==> src/rtl/irq_scheduler_if.sv <==
// rtl/irq_scheduler_if.sv - request, mask and handshake bundle between core and irq_scheduler
interface irq_scheduler_if #(
    parameter int NREQ = 8,
    parameter int IDW  = 3
);
    logic            en_inter;
    logic [NREQ-1:0] int_req;
    logic            mask_we;
    logic [NREQ-1:0] mask_wdata;
    logic            int_ack;
    logic            int_done;
    // "int" is a SystemVerilog keyword, so the request to the core is named intr
    logic            intr;
    logic [IDW-1:0]  int_num;
    logic [IDW-1:0]  svc_num;
    logic            in_service;
    logic [NREQ-1:0] pending;

    modport master (
        output en_inter, int_req, mask_we, mask_wdata, int_ack, int_done,
        input  intr, int_num, svc_num, in_service, pending
    );

    modport slave (
        input  en_inter, int_req, mask_we, mask_wdata, int_ack, int_done,
        output intr, int_num, svc_num, in_service, pending
    );
endinterface

==> src/rtl/irq_scheduler.sv <==
// rtl/irq_scheduler.sv - edge-capturing, maskable, non-nesting interrupt scheduler
module irq_scheduler #(
    parameter int NREQ = 8,
    parameter int IDW  = 3
) (
    input  logic             clk,
    input  logic             rst,
    irq_scheduler_if.slave   bus
);

    typedef enum logic [1:0] {
        IDLE    = 2'd0,
        REQ     = 2'd1,
        SERVICE = 2'd2
    } state_t;

    state_t          state;
    logic [NREQ-1:0] prev;
    logic [NREQ-1:0] mask;
    logic [NREQ-1:0] pending;
    logic            intr;
    logic [IDW-1:0]  int_num;
    logic [IDW-1:0]  svc_num;
    logic            in_service;

    logic [NREQ-1:0] mask_next;
    logic [NREQ-1:0] edges;
    logic [NREQ-1:0] eligible;
    logic [NREQ-1:0] ack_clr;
    logic [IDW-1:0]  winner;
    logic            found;
    logic            take_ack;
    logic            withdraw;

    // A mask write takes effect for the selection made on the same edge
    assign mask_next = bus.mask_we ? bus.mask_wdata : mask;
    assign edges     = bus.int_req & ~prev;
    assign eligible  = pending & ~mask_next;
    assign take_ack  = (state == REQ) && bus.int_ack;
    assign withdraw  = (state == REQ) && !bus.int_ack && (!bus.en_inter || mask_next[int_num]);

    always_comb begin
        winner = '0;
        found  = 1'b0;
        for (int i = 0; i < NREQ; i++) begin
            if (eligible[i] && !found) begin
                winner = IDW'(i);
                found  = 1'b1;
            end
        end
    end

    always_comb begin
        ack_clr = '0;
        ack_clr[int_num] = take_ack;
    end

    always_ff @(posedge clk or posedge rst) begin
        if (rst) begin
            state      <= IDLE;
            prev       <= '0;
            mask       <= '0;
            pending    <= '0;
            intr       <= 1'b0;
            int_num    <= '0;
            svc_num    <= '0;
            in_service <= 1'b0;
        end else begin
            prev <= bus.int_req;
            mask <= mask_next;
            // A new edge beats the acknowledge clear so the event is not lost
            pending <= (pending & ~ack_clr) | edges;

            case (state)
                IDLE: begin
                    if (bus.en_inter && found) begin
                        int_num <= winner;
                        intr    <= 1'b1;
                        state   <= REQ;
                    end
                end
                REQ: begin
                    if (take_ack) begin
                        svc_num    <= int_num;
                        intr       <= 1'b0;
                        in_service <= 1'b1;
                        state      <= SERVICE;
                    end else if (withdraw) begin
                        intr  <= 1'b0;
                        state <= IDLE;
                    end
                end
                SERVICE: begin
                    if (bus.int_done) begin
                        in_service <= 1'b0;
                        state      <= IDLE;
                    end
                end
                default: begin
                    intr       <= 1'b0;
                    in_service <= 1'b0;
                    state      <= IDLE;
                end
            endcase
        end
    end

    assign bus.intr       = intr;
    assign bus.int_num    = int_num;
    assign bus.svc_num    = svc_num;
    assign bus.in_service = in_service;
    assign bus.pending    = pending;

endmodule

==> src/flat_wrapper.sv <==
// flat-port wrapper written by rule: the top's interface ports become plain ports
module irq_scheduler_flat 
#(
    parameter int NREQ = 8,
    parameter int IDW  = 3
)
  (clk, rst, bus_en_inter, bus_int_req, bus_mask_we, bus_mask_wdata, bus_int_ack, bus_int_done, bus_intr, bus_int_num, bus_svc_num, bus_in_service, bus_pending);
  irq_scheduler_if #(.NREQ(NREQ), .IDW(IDW)) bus_i ();
  input  logic clk;
  input  logic rst;
  input wire logic [$bits(bus_i.en_inter)-1:0] bus_en_inter;
  input wire logic [$bits(bus_i.int_req)-1:0] bus_int_req;
  input wire logic [$bits(bus_i.mask_we)-1:0] bus_mask_we;
  input wire logic [$bits(bus_i.mask_wdata)-1:0] bus_mask_wdata;
  input wire logic [$bits(bus_i.int_ack)-1:0] bus_int_ack;
  input wire logic [$bits(bus_i.int_done)-1:0] bus_int_done;
  output wire logic [$bits(bus_i.intr)-1:0] bus_intr;
  output wire logic [$bits(bus_i.int_num)-1:0] bus_int_num;
  output wire logic [$bits(bus_i.svc_num)-1:0] bus_svc_num;
  output wire logic [$bits(bus_i.in_service)-1:0] bus_in_service;
  output wire logic [$bits(bus_i.pending)-1:0] bus_pending;
  assign bus_i.en_inter = bus_en_inter;
  assign bus_i.int_req = bus_int_req;
  assign bus_i.mask_we = bus_mask_we;
  assign bus_i.mask_wdata = bus_mask_wdata;
  assign bus_i.int_ack = bus_int_ack;
  assign bus_i.int_done = bus_int_done;
  assign bus_intr = bus_i.intr;
  assign bus_int_num = bus_i.int_num;
  assign bus_svc_num = bus_i.svc_num;
  assign bus_in_service = bus_i.in_service;
  assign bus_pending = bus_i.pending;
  irq_scheduler #(.NREQ(NREQ), .IDW(IDW)) u_core (.clk(clk), .rst(rst), .bus(bus_i));
endmodule
==> config.mk <==
export PLATFORM = sky130hd
export DESIGN_NAME = irq_scheduler_flat
export DESIGN_NICKNAME = d
export VERILOG_FILES = /design/src/rtl/irq_scheduler_if.sv /design/src/rtl/irq_scheduler.sv /design/src/flat_wrapper.sv
export SDC_FILE = /design/constraint.sdc
export NUM_CORES = 1
export LEC_CHECK = 0
export ABC_AREA = 1
export CORE_ASPECT_RATIO = 1.4
export CORE_MARGIN = 2
export CORE_UTILIZATION = 43
export DETAILED_ROUTE_END_ITERATION = 8
export PLACE_DENSITY = 0.73
export SLEW_MARGIN = 20
export SYNTH_ARGS = -nofsm -noshare
export SYNTH_HDL_FRONTEND = slang
export SYNTH_SLANG_ARGS = --single-unit
export TNS_END_PERCENT = 10
==> constraint.sdc <==
create_clock -name clk -period 1.4 [get_ports clk]
set_clock_uncertainty 0.2 [all_clocks]
set_input_delay 0.42 -clock clk [delete_from_list [all_inputs] [get_ports clk]]
set_output_delay 0.42 -clock clk [all_outputs]
set_load 0.005 [all_outputs]
==> flow_summary.json, run 1 <==
{
  "status": "finished with violations",
  "failed_checks": "negative setup slack",
  "clk_pin_slew_ns": 0.07,
  "grt_pass1_wl_um": 6970,
  "peakVddDrop_v": 0.00131,
  "cp-start-kind": "flip-flop",
  "hold_path.class": "flip-flop to flip-flop",
  "first_iter_violations": 63,
  "cts_num_sinks": 34,
  "overflow": 0,
  "die-area_mm2": 0.00406,
  "placed_area_mm2": 0.00220,
  "core_mm2": 0.00338,
  "setup.worst_path.class": "flip-flop to flip-flop",
  "drtPass1Iterations": 4,
  "area_growth_pct": 69.6,
  "relSlewSlack_pct": 83.7,
  "synth.yosys.warnings": 0,
  "cp.arrival_ns": 1.68,
  "route.vias.total": 1579,
  "place_hpwl_um": 2920,
  "nets": 295,
  "worst_skew_pair.late_latency_ns": 0.29,
  "drt-met1-wl_um": 1730,
  "cts_root_buf": "clkbuf_8",
  "highest-signal-layer": "met4",
  "grt_pass1_vias": 1516,
  "hold_slack_ns": 0.200,
  "cp_data_required_time_ns": 1.39,
  "syn_area_per_cell_um2": 8.75,
  "numCtsBuffers": 5,
  "p_per_area_mw_per_mm2": 1470,
  "ant_nets": 0,
  "grt_max_degree": 13,
  "fin_area_mm2": 0.00260,
  "cts_tree": "done",
  "antenna_found_initial": 0,
  "wirelength_um": 4600,
  "synth_fp_nets": 197,
  "dr_wl_met2_um": 2520,
  "core.rowCount": 25,
  "die_h_um": 74.6,
  "synth_edf_count": 0,
  "fin_crit_sh_pct": 121,
  "place.gp.congestion": 0.867,
  "fmax_mhz": 589,
  "ys_seq_area_share_pct": 55.6,
  "drc": 0,
  "io_buffer_count": 37,
  "setup_viol": 28,
  "fin_crit_ns": 1.70,
  "routed_via_density": 5.03,
  "layout-drive-gt1-share_pct": 48.2,
  "synth.ff_latch_count": 34,
  "die_w_um": 54.4,
  "synth.area.top_cells": "dfrtp_1 (56%), nand2_1 (12%), o21ai_0 (6.5%)",
  "cts_buffer_depth": 2,
  "diodes": 0,
  "layout_setup_ws_ns": -0.298,
  "path_max_fanout": 4,
  "slew_viol_final": 0,
  "routedWlPerCell_um": 14.6,
  "p_leak_nw": 1.33,
  "synth_cell_type_count": 21,
  "io_pins": 38,
  "yosysTopAreaCell": "dfrtp_1",
  "hold_viol": 0,
  "cts.htree.levels": 2,
  "final_core_util_pct": 76.9,
  "end_kind": "flip-flop",
  "syn_inst": 175,
  "netlist_area_mm2": 0.00153,
  "tightestPinTransition_ns": 0.242,
  "start_util_pct": 45.3,
  "drv_cap": 0,
  "yosys_most_used_dff": "dfrtp_1",
  "grtUsageTotal_pct": 24.5,
  "synth_commonest_cells": "nand2_1 (50), dfrtp_1 (34), inv_1 (26)",
  "yosysMostFrequentCell": "nand2_1",
  "yosysTopAreaCellShare_pct": 55.6,
  "dr_wl_met3_um": 207,
  "rsz0062_at_grt": "true",
  "async_reset_ff_share_pct": 100
}
## sequential cells by signal, summed over array words and instances (netlist names)
signal	count
u_core.bus.in_service	1
u_core.bus.int_num	3
u_core.bus.intr	1
u_core.bus.pending	8
u_core.bus.svc_num	3
u_core.mask	8
u_core.prev	8
u_core.state	2
## power breakdown
| part | leakage (nW) | internal [mW] | switching (mW) |
|---|---|---|---|
| clock | 0.0575 | 0.497 | 0.363 |
| sequential | 0.393 | 1.16 | 0.111 |
| combinational | 0.878 | 0.865 | 0.832 |
| total | 1.33 | 2.52 | 1.31 |
## cell usage in the layout (no fill, tap or decap), drive strengths merged
cell type and n:
nor2 9, dlygate4sd2 7, o21ai 23, o211ai 1, nor3 1, a41oi 1
buf 59, o221ai 1, nand2 60, o2111ai 1, inv 27, clkbuf 21
o21bai 1, nand3 13, and2 1, clkdlybuf4s50 13, dfrtp 34, nand4 1
## cell type report
class	count	area (um2)
clock buffers	8	110
fillers	221	781
inverters	27	119
multi-input cells	113	709
flip-flops and latches	34	851
well taps	40	50.0
repair buffers	92	758
## layer usage
metal | vias to the layer above | GRT usage [%]
met5 | - | 0
met4 | 0 | 13.3
met3 | 13 | 5.16
met2 | 52 | 41.1
met1 | 756 | 28.5
li1 | 758 | -
## stage by stage
step / setup WS, ns / power (mW) / instances / setup TNS, ns
6_report: -0.298 / 3.83 / 314 / -3.51
5_1_grt: -0.361 / 4.01 / 314 / -5.02
4_1_cts: -0.242 / 3.55 / 308 / -4.61
3_5_place_dp: -0.883 / 2.49 / 284 / -13.11
3_3_place_gp: -0.829 / 2.47 / 284 / -12.63
2_1_floorplan: -0.259 / 1.76 / 175 / -1.34
## critical path: stages (launching register included)
cell and delay, ns:
dfrtp_1 0.42, buf_4 0.17, buf_4 0.16, nor2_4 0.11
nand2_1 0.09, o221ai_2 0.07, nor2_1 0.08, nand2_2 0.09
nand3_2 0.08, nand2_1 0.07, nand2_1 0.04
## cell families after synthesis
family / after synthesis / synth area share [%]
compound gates: 28 / 10.5
simple gates: 85 / 26.1
buf+inv: 28 / 7.84
flops: 34 / 55.6
## worst paths after layout
kind	start	to	slack, ns	cells after the start
min in group asynchronous	rst	u_core.mask[1]$_DFF_PP0_	0.26	3
worst max-delay path	u_core.bus.int_num[0]$_DFFE_PP0P_	u_core.bus.intr$_DFFE_PP0P_	-0.30	10
worst min register to register	u_core.prev[0]$_DFF_PP0_	u_core.bus.pending[0]$_DFF_PP0_	0.20	1
worst min-delay path	u_core.prev[0]$_DFF_PP0_	u_core.bus.pending[0]$_DFF_PP0_	0.20	1
worst max register to register	u_core.bus.int_num[0]$_DFFE_PP0P_	u_core.bus.intr$_DFFE_PP0P_	-0.30	10
max in group asynchronous	rst	u_core.prev[0]$_DFF_PP0_	0.57	3
## repair_timing
action | CTS | global route
hold buffers | 0 | 0
cloned | 1 | 0
setup endpoints to repair | 34 | 34
gates resized for setup | 80 | 49
pin swaps | 24 | 9
buffers inserted | 15 | 6
Power figures use the tool's default switching activity.
==> run 2: changes to the inputs <==
Settings changed: GPL_TIMING_DRIVEN from default to 0.
==> flow_summary.json, run 2 (synthesized netlist as in run 1, its figures left out) <==
{
  "post-place-ws_ns": -0.923,
  "die-area_mm2": 0.00406,
  "p_leak_nw": 1.16,
  "cts_buffer_depth": 2,
  "io_pins": 38,
  "die_w_um": 54.4,
  "fin_crit_sh_pct": 120,
  "final_cell_mix": "nand2_1 (45), dfrtp_1 (33), buf_4 (28)",
  "final_core_util_pct": 67.8,
  "core.rowCount": 25,
  "cp.arrival_ns": 1.68,
  "drc": 0,
  "cts_root_buf": "clkbuf_8",
  "cp_data_required_time_ns": 1.40,
  "fin_crit_ns": 1.68,
  "p_per_area_mw_per_mm2": 1380,
  "rsz0062_at_grt": "true",
  "status": "finished with violations",
  "fin_area_mm2": 0.00229,
  "drv_cap": 0,
  "routedWlPerCell_um": 13.4,
  "grt_pass1_vias": 1360,
  "place.gp.congestion": 0.888,
  "ff2ff_setup_slack_ns": -0.28,
  "overflow": 0,
  "fmax_mhz": 594,
  "numCtsBuffers": 5,
  "fillers": 255,
  "drtPass1Iterations": 4,
  "layout_commonest_cell": "nand2_1",
  "clk_pin_slew_ns": 0.07,
  "cts.htree.levels": 2,
  "io_buffer_count": 36,
  "wirelength_um": 3860,
  "slew_viol_final": 0,
  "route.vias.total": 1413,
  "stdcell_count": 288,
  "postCtsHoldBufs": 0,
  "place_hpwl_um": 2420,
  "setup_viol": 23,
  "min_delay_path_depth": 1,
  "whs_endpoint": "u_core.bus.pending[4]$_DFF_PP0_",
  "setup.worst_path.class": "flip-flop to flip-flop",
  "dp.cells": 251,
  "grtUsageTotal_pct": 21.9,
  "placed_area_mm2": 0.00194,
  "failed_checks": "negative setup slack",
  "hold_viol": 0,
  "core_mm2": 0.00338,
  "relSlewSlack_pct": 53.6,
  "path_max_fanout": 2,
  "cts_tree": "done",
  "first_iter_violations": 14,
  "hold_path.class": "flip-flop to flip-flop",
  "die_h_um": 74.6,
  "r2r_end": "u_core.bus.int_num[1]$_DFFE_PP0P_",
  "cts_num_sinks": 34,
  "grt_max_degree": 35,
  "cp-start-kind": "flip-flop",
  "peakVddDrop_v": 0.000957,
  "diodes": 0,
  "area_growth_pct": 49.6,
  "layout-drive-gt1-share_pct": 36.3,
  "nets": 271,
  "layout_setup_ws_ns": -0.282,
  "ant_nets": 0,
  "antenna_found_initial": 0,
  "holdCritStartpoint": "u_core.prev[4]$_DFF_PP0_",
  "worst_skew_pair.late_latency_ns": 0.29,
  "start_util_pct": 45.3,
  "tightestPinTransition_ns": 0.696,
  "reg2regPathDepth": 11,
  "routed_via_density": 4.91,
  "end_kind": "flip-flop",
  "worstReg2RegStart": "u_core.bus.pending[2]$_DFF_PP0_",
  "grt_pass1_wl_um": 6150,
  "reg.largest.list": "u_core.bus.pending x8, u_core.mask x8, u_core.prev x8"
}
## run 2: through the flow
step,hold slack (ns),power [mW],setup TNS [ns]
after floorplan,0.200,1.76,-1.34
after global routing,0.235,3.34,-4.04
after global placement,0.203,2.19,-39.41
final,0.204,3.15,-2.40
after detailed placement,0.211,2.20,-20.59
after CTS,0.213,3.10,-3.29
## run 2: where the power goes
part	internal [mW]	switching, mW
Clock	0.379	0.324
Combinational	0.563	0.603
Sequential	1.16	0.122
## run 2: what timing repair did
action                                  4_1_cts  5_1_grt
cloned                                        0        0
endpoints found under the setup margin       34       34
pin swaps                                    25        6
buffers inserted                             27        4
resized for setup                            69       26
## run 2: cell type report
type | instances | area, um2 | share of cell area [%]
clock buffers | 6 | 82.6 | 3.60
inverters | 27 | 114 | 4.97
flip-flops and latches | 34 | 852 | 37.2
well taps | 40 | 50.0 | 2.18
plain buffers | 1 | 11.3 | 0.492
repair buffers | 67 | 541 | 23.6
multi-input cells | 113 | 641 | 28.0
## run 2: worst max-delay path by stage
| stage | startpoint | to | slack, ns |
|---|---|---|---|
| after floorplan | bus_mask_we | u_core.bus.int_num[0]$_DFFE_PP0P_ | -0.26 |
| after global placement | bus_int_ack | u_core.bus.pending[6]$_DFF_PP0_ | -0.88 |
| after detailed placement | bus_int_ack | u_core.bus.pending[6]$_DFF_PP0_ | -0.92 |
| after CTS | u_core.bus.pending[2]$_DFF_PP0_ | u_core.bus.int_num[1]$_DFFE_PP0P_ | -0.26 |
| after global routing | u_core.bus.pending[0]$_DFF_PP0_ | u_core.bus.int_num[1]$_DFFE_PP0P_ | -0.37 |
| final | u_core.bus.pending[2]$_DFF_PP0_ | u_core.bus.int_num[1]$_DFFE_PP0P_ | -0.28 |
## run 2: worst max-delay path, stage by stage (launching register included)
cell and delay (ns):
dfrtp_1 0.40, buf_6 0.13, nand3_4 0.09, nand2_4 0.06, nor2_4 0.12, buf_6 0.11
nand2_4 0.05, nor2_4 0.11, nand3_2 0.09, nand3_1 0.08, nand2_1 0.06, o21ai_1 0.09
## run 2: metal layers
layer  vias to the layer above  wire [um]  part of all wire (%)  GRT usage [%]
li1                        709          -                     -              -
met1                       662       1570                    41           25.1
met2                        31       2020                    52           36.8
met3                        11        141                   3.7           4.56
met4                         0        130                   3.4           12.8
met5                         -          0                     0              0
